[src/rtl/sbox_share_arbiter.sv]
// sbox_share_arbiter: two requesters share a bank of LANES forward AES S-box lanes.
//   - the round datapath asks for SubBytes on a 128-bit state (ST jobs)
//   - the key schedule asks for SubWord on a 32-bit word (KW jobs)
// Requests are arbitrated round-robin with a valid/ready handshake. An accepted
// job is copied into a shared work register, and LANES bytes are substituted in
// place on every beat. A one-cycle done pulse marks the end of each job.
// Optional feature macro: SBOX_SHARE_ARBITER_INVERSE_EN adds the st_inv input
// and an inverse S-box per lane, so ST jobs can use InvSubBytes.
module sbox_share_arbiter #(
   parameter int LANES = 4
) (
   input  logic         clk,
   input  logic         rst_n,
   input  logic         st_valid,
   output logic         st_ready,
   input  logic [127:0] st_data,
`ifdef SBOX_SHARE_ARBITER_INVERSE_EN
   input  logic         st_inv,
`endif
   output logic         st_done,
   output logic [127:0] st_result,
   input  logic         kw_valid,
   output logic         kw_ready,
   input  logic [31:0]  kw_data,
   output logic         kw_done,
   output logic [31:0]  kw_result,
   output logic         busy
);

   typedef enum logic [1:0] {
      IDLE   = 2'd0,
      RUN_ST = 2'd1,
      RUN_KW = 2'd2
   } state_e;

   typedef enum logic {
      RR_ST = 1'b0,
      RR_KW = 1'b1
   } rr_e;

   localparam int         ST_BEATS = 16 / LANES;
   localparam int         KW_BEATS = 4 / LANES;
   localparam logic [3:0] ST_LAST  = 4'(ST_BEATS - 1);
   localparam logic [3:0] KW_LAST  = 4'(KW_BEATS - 1);
   localparam logic [3:0] LANES_W  = 4'(LANES);

   // Only 1, 2 or 4 lanes divide both job sizes evenly.
   if (!(LANES == 1 || LANES == 2 || LANES == 4)) begin : g_lanes_check
      $error("sbox_share_arbiter: LANES must be 1, 2 or 4");
   end

   // GF(2^8) multiply modulo x^8 + x^4 + x^3 + x + 1.
   function automatic logic [7:0] gf_mul(input logic [7:0] a, input logic [7:0] b);
      logic [7:0] prod;
      logic [7:0] x;
      prod = 8'h00;
      x    = a;
      for (int i = 0; i < 8; i++) begin
         if (b[i]) begin
            prod = prod ^ x;
         end
         x = {x[6:0], 1'b0} ^ (x[7] ? 8'h1b : 8'h00);
      end
      return prod;
   endfunction

   // The multiplicative inverse is a^254. It is built from the squares
   // a^2, a^4, ... a^128, and 0 maps to 0.
   function automatic logic [7:0] gf_inv(input logic [7:0] a);
      logic [7:0] sq;
      logic [7:0] acc;
      sq  = a;
      acc = 8'h01;
      for (int i = 1; i < 8; i++) begin
         sq  = gf_mul(sq, sq);
         acc = gf_mul(acc, sq);
      end
      return acc;
   endfunction

   function automatic logic [7:0] rotl8(input logic [7:0] x, input int n);
      return (x << n) | (x >> (8 - n));
   endfunction

   // Forward S-box: field inverse followed by the AES affine map.
   function automatic logic [7:0] fwd_sbox(input logic [7:0] a);
      logic [7:0] b;
      b = gf_inv(a);
      return b ^ rotl8(b, 1) ^ rotl8(b, 2) ^ rotl8(b, 3) ^ rotl8(b, 4) ^ 8'h63;
   endfunction

`ifdef SBOX_SHARE_ARBITER_INVERSE_EN
   // Inverse S-box: inverse affine map followed by the field inverse.
   function automatic logic [7:0] inv_sbox(input logic [7:0] s);
      return gf_inv(rotl8(s, 1) ^ rotl8(s, 3) ^ rotl8(s, 6) ^ 8'h05);
   endfunction
`endif

   state_e               state_q, state_d;
   rr_e                  rr_last_q, rr_last_d;
   logic [127:0]         work_q, work_d;
   logic [127:0]         work_subst;
   logic [3:0]           count_q, count_d;
   logic                 st_done_q, st_done_d;
   logic                 kw_done_q, kw_done_d;
   logic                 grant_st, grant_kw;
   logic [8*LANES-1:0]   lane_in;
   logic [8*LANES-1:0]   lane_out;

`ifdef SBOX_SHARE_ARBITER_INVERSE_EN
   logic                 st_inv_q, st_inv_d;
   logic                 use_inv;
   assign use_inv = (state_q == RUN_ST) && st_inv_q;
`endif

   // Round-robin grant: a lone requester wins, and a tie goes to whoever was not served last.
   always_comb begin
      grant_st = 1'b0;
      grant_kw = 1'b0;
      if (st_valid && kw_valid) begin
         grant_st = (rr_last_q == RR_KW);
         grant_kw = (rr_last_q == RR_ST);
      end else begin
         grant_st = st_valid;
         grant_kw = kw_valid;
      end
   end

   assign st_ready = rst_n && (state_q == IDLE) && grant_st;
   assign kw_ready = rst_n && (state_q == IDLE) && grant_kw;

   // Gather the bytes the lanes work on this beat, starting at byte count*LANES.
   always_comb begin : p_lane_gather
      logic [3:0] pos;
      pos     = 4'd0;
      lane_in = '0;
      for (int i = 0; i < LANES; i++) begin
         pos                = count_q * LANES_W + 4'(i);
         lane_in[8*i +: 8]  = work_q[{pos, 3'b000} +: 8];
      end
   end

   for (genvar g = 0; g < LANES; g++) begin : g_lane
`ifdef SBOX_SHARE_ARBITER_INVERSE_EN
      assign lane_out[8*g +: 8] = use_inv ? inv_sbox(lane_in[8*g +: 8])
                                          : fwd_sbox(lane_in[8*g +: 8]);
`else
      assign lane_out[8*g +: 8] = fwd_sbox(lane_in[8*g +: 8]);
`endif
   end

   // Write the substituted lane bytes back into their positions in the work register.
   always_comb begin : p_lane_merge
      logic [3:0] pos;
      pos        = 4'd0;
      work_subst = work_q;
      for (int i = 0; i < LANES; i++) begin
         pos                                = count_q * LANES_W + 4'(i);
         work_subst[{pos, 3'b000} +: 8]     = lane_out[8*i +: 8];
      end
   end

   // Next-state logic: accept a job from IDLE, then run beats until the last one and pulse done.
   always_comb begin
      state_d   = state_q;
      rr_last_d = rr_last_q;
      work_d    = work_q;
      count_d   = count_q;
      st_done_d = 1'b0;
      kw_done_d = 1'b0;
`ifdef SBOX_SHARE_ARBITER_INVERSE_EN
      st_inv_d  = st_inv_q;
`endif
      unique case (state_q)
         IDLE: begin
            if (st_valid && st_ready) begin
               work_d    = st_data;
               count_d   = 4'd0;
               rr_last_d = RR_ST;
               state_d   = RUN_ST;
`ifdef SBOX_SHARE_ARBITER_INVERSE_EN
               st_inv_d  = st_inv;
`endif
            end else if (kw_valid && kw_ready) begin
               work_d    = {96'b0, kw_data};
               count_d   = 4'd0;
               rr_last_d = RR_KW;
               state_d   = RUN_KW;
            end
         end
         RUN_ST: begin
            work_d  = work_subst;
            count_d = count_q + 4'd1;
            if (count_q == ST_LAST) begin
               state_d   = IDLE;
               st_done_d = 1'b1;
            end
         end
         RUN_KW: begin
            work_d  = work_subst;
            count_d = count_q + 4'd1;
            if (count_q == KW_LAST) begin
               state_d   = IDLE;
               kw_done_d = 1'b1;
            end
         end
         default: begin
            state_d = IDLE;
         end
      endcase
   end

   // State registers. Reset discards any job in flight, and the key schedule wins the first tie.
   always_ff @(posedge clk or negedge rst_n) begin
      if (!rst_n) begin
         state_q   <= IDLE;
         rr_last_q <= RR_ST;
         work_q    <= '0;
         count_q   <= 4'd0;
         st_done_q <= 1'b0;
         kw_done_q <= 1'b0;
`ifdef SBOX_SHARE_ARBITER_INVERSE_EN
         st_inv_q  <= 1'b0;
`endif
      end else begin
         state_q   <= state_d;
         rr_last_q <= rr_last_d;
         work_q    <= work_d;
         count_q   <= count_d;
         st_done_q <= st_done_d;
         kw_done_q <= kw_done_d;
`ifdef SBOX_SHARE_ARBITER_INVERSE_EN
         st_inv_q  <= st_inv_d;
`endif
      end
   end

   assign busy      = (state_q != IDLE);
   assign st_done   = st_done_q;
   assign kw_done   = kw_done_q;
   assign st_result = work_q;
   assign kw_result = work_q[31:0];

endmodule

[config.mk]
export PLATFORM = sky130hd
export DESIGN_NAME = sbox_share_arbiter
export DESIGN_NICKNAME = d
export VERILOG_FILES = /design/src/rtl/sbox_share_arbiter.sv
export SDC_FILE = /design/constraint.sdc
export NUM_CORES = 2
export LEC_CHECK = 0
export BUFFER_PORTS_ARGS = -buffer_cell sky130_fd_sc_hd__buf_2
export CAP_MARGIN = 5
export CORE_ASPECT_RATIO = 1.25
export CORE_MARGIN = 2
export CORE_UTILIZATION = 65
export CTS_BUF_LIST = sky130_fd_sc_hd__clkbuf_4
export CTS_CLUSTER_SIZE = 16
export DETAILED_ROUTE_END_ITERATION = 8
export GPL_TIMING_DRIVEN = 0
export PLACE_DENSITY_LB_ADDON = 0.1
export SYNTH_ARGS = -nofsm -noshare
export SYNTH_HDL_FRONTEND = slang
export SYNTH_SLANG_ARGS = --single-unit
[constraint.sdc]
create_clock -name clk -period 20.2 [get_ports clk]
set_input_delay 4.04 -clock clk [delete_from_list [all_inputs] [get_ports clk]]
set_output_delay 4.04 -clock clk [all_outputs]
set_load 0.02 [all_outputs]
==> flow_summary_export.csv <==
group,metric,value,unit
critical_path,cpMostUsedCell,"xnor2_1",
logic_synthesis,synth_cells,8106,
job,drv_cap,0,
clock_tree,cts_tree,"built",
logic_synthesis,synth-edff-count,0,
place,io_buffers,328,
timing,finalHoldViolations,0,
global_route,grt.overflow.total,0,
logic_synthesis,synth_fa_ha_area_frac,0.00717,
floorplan,die-area,98600,µm²
global_route,grt_start_max_net_pins,74,
worst_hold_path,hold_class,"flop to flop",
critical_path,critPathKind,"flop to flop",
final_layout,syn_to_final_growth,6.58,%
status,violations,"design-rule violations",
logic_synthesis,synth_cell_types,116,
critical_path,startpoint,"count_q[1]",
clock_tree,cts.clk_slew.worst_paths,0.21,ns
worst_hold_path,hold_end,"count_q[3]",
critical_path,worst_ep_arrival_time,20.22,ns
drt,routed_wl,227,mm
clock_tree,clk_root_buffer_cell,"clkbuf_4",
critical_path,r2r-end,"st_result[119]",
clock_tree,clock_path_buffers,2,
global_route,grt_pass1_vias,58700,
logic_synthesis,synth_top_area_frac,0.224,
timing,period_needed,19.54,ns
timing,fmax,0.0512,GHz
floorplan,core,95700,µm²
critical_path,regToRegSetupSlack,0.66,ns
drt,vias_per_cell,6.47,
drt,firstDrtPassIters,9,
logic_synthesis,ys_seq_area_frac,0.0549,
drt,wl_per_cell,23.2,µm
final_layout,final_util,0.696,
timing,period_share,0.968,
timing,setup_viol,0,
final_layout,nNetsFinal,8649,
place,hpwl,176,mm
floorplan,fp.dieW,281,µm
clock_tree,cts_hold_buf,0,
final_layout,stdcell_area,66600,µm²
logic_synthesis,synthMuxAreaShare,0.0570,
critical_path,ff2ff_path_depth,59,
global_route,antenna_found_initial,18,
logic_synthesis,synthTopCellsByArea,"xnor2_1 22%, xnor3_1 11%, nor2_1 6.5%, nand2_1 5.9%, xor2_1 5.8%",
critical_path,start_kind,"flop",
drt,drt_iter0_drc,7163,
worst_hold_path,min_path_cells,1,
logic_synthesis,yosysTopAreaCell,"xnor2_1",
drt,drc,2,
timing,fin_hold_ws,0.533,ns
critical_path,crit_required,20.87,ns
critical_path,cp-end-kind,"flop",
logic_synthesis,synthFlopType,"dfrtp_1",
critical_path,cp_slowest_stage_delay,0.64,ns
logic_synthesis,synth-xor-area-share,0.472,
drt,vias,63200,
place,place.gp.congestion,1.05,
floorplan,start_util,0.653,
clock_tree,postCtsSetupBuffers,0,
place,place_area,65800,µm²
logic_synthesis,ys_ff_latch,137,
clock_tree,htreeDepth,4,
critical_path,crit_family,"XOR/XNOR gates",
logic_synthesis,synthSimpleGateAreaFrac,0.190,
logic_synthesis,syn-num-nets,8297,
worst_hold_path,min-delay-start,"count_q[3]",
logic_synthesis,yosys_warnings,0,
timing,slew_viol_final,0,
logic_synthesis,synth_top_family_by_area,"XOR/XNOR gates",
floorplan,die_y,351,µm
global_route,grt_pass1_wl,341,mm
critical_path,crit_fanout,10,
floorplan,ios,329,
global_route,grt_usage,0.441,
status,status,"finished, violations left",
logic_synthesis,async_reset_ff_frac,1.00,
critical_path,worst-path-buf-inv,10,
critical_path,crit_path_top_delay_cell,"dfrtp_1",
logic_synthesis,avgSynthCellArea,7.71,µm²
floorplan,fp-row-count,127,
drt,drtAntennaViolNets,0,
clock_tree,cts_buffers,17,
timing,skew,0.0742,ns
final_layout,final_layout_size_suffix_gt1_frac,0.119,
timing,slew_headroom,0.0611,
timing,worstMarginPinSlew,1.41,ns
clock_tree,cts.sinks,137,
critical_path,r2r_start,"count_q[1]",
timing,setup-tns-final,0,ns
logic_synthesis,netlist_area,62500,µm²
clock_tree,worstSkewPairLatency,0.77,ns
logic_synthesis,synth_compound_area_frac,0.171,
## Yosys cell counts, types with 75 or more instances
library cell / number
xnor2_1: 1601
nor2_1: 1085
nand2_1: 978
xor2_1: 417
o21ai_0: 356
clkbuf_1: 344
a21oi_1: 333
xnor3_1: 300
mux2i_1: 223
nor3_1: 211
nand3_1: 163
a22oi_1: 138
dfrtp_1: 137
buf_2: 122
xnor2_2: 107
o22ai_1: 87
inv_1: 76
a211oi_1: 75
## repair_timing
item	CTS	global route
endpoints found under the setup margin	33	128
pin swaps	0	1
gates resized for setup	3	61
## layer usage
layer	routed length (µm)	vias up	part of all wire	global-route usage
li1	-	28600	-	-
met1	82300	29800	0.36	0.525
met2	102000	3917	0.45	0.712
met3	26000	883	0.11	0.107
met4	16000	20	0.071	0.282
met5	115	-	0.00051	0
## cell families (layout without fill, tap and decap cells)
family,after synthesis,after routing
simple gates,2778,2778
xor+xnor,2572,2572
compound gates,1606,1606
buf+inv,672,1037
mux,303,303
flops,137,137
fa+ha+maj,38,38
other cells,0,10
## flip-flops by register name (all words and copies together), names as in the netlist
register and count:
count_q 4, st_result 128, kw_done 1, st_done 1, state_q 2, rr_last_q 1
## worst reg2reg max path, delay by kind of cell (launching register included)
kind | cells | cell delay [ns]
adders and majority gates | 2 | 0.67
DFF | 1 | 0.64
xor gates and xnor gates | 31 | 10.79
and+or+nand+nor | 8 | 1.30
AOI/OAI and AO/OA | 6 | 1.48
muxes | 2 | 0.90
buffers and inverters | 10 | 3.64
## metrics by stage
| step | worst slack, ns | instances |
|---|---|---|
| floorplan | 4.90 | 8106 |
| global placement | 0.0334 | 9724 |
| detailed placement | -0.211 | 9729 |
| CTS | 0.247 | 9761 |
| global route | -0.0117 | 9766 |
| finish | 0.655 | 9771 |
## cell usage in the layout, fill, tap and decap left out, types with 28 or more instances in the layout
cell / count
nand2b_1: 58
and3_1: 35
nand3_1: 163
xor3_1: 28
o221ai_1: 53
xnor3_1: 299
or3_1: 29
o21ai_0: 353
xnor2_2: 138
xnor2_4: 31
a32oi_1: 29
xor2_2: 51
nor2b_1: 50
a31oi_1: 70
mux2i_1: 222
nor2_1: 1084
inv_1: 76
nor3_1: 210
xor2_1: 408
buf_1: 31
clkbuf_1: 339
mux4_2: 37
and2_1: 47
o21ai_1: 64
buf_2: 449
mux2_2: 38
a21oi_1: 333
dfrtp_1: 137
buf_4: 69
a221o_1: 36
a211oi_1: 75
xnor2_1: 1566
a22oi_1: 138
o211ai_1: 63
o22ai_1: 87
xnor3_2: 28
nand2_1: 978
## worst max path at each step
stage,to,cells after the start
floorplan,st_result[12],63
global placement,st_result[126],59
detailed placement,st_result[94],59
CTS,st_result[94],59
global route,st_result[76],64
finish,st_result[119],59
## layout make-up
| class | instances | area, µm² |
|---|---|---|
| clock inverter | 15 | 171 |
| timing repair buffer | 335 | 1750 |
| antenna | 10 | 25.0 |
| sequential | 137 | 3430 |
| multi-input combinational | 7297 | 56400 |
| clock buffer | 17 | 128 |
| buffer | 576 | 2670 |
| inverter | 94 | 353 |
| tap | 1290 | 1610 |
| fill | 8360 | 29100 |
Power is not shown: default switching activity piles up to over one toggle a cycle in this logic, so the estimate is an artifact.
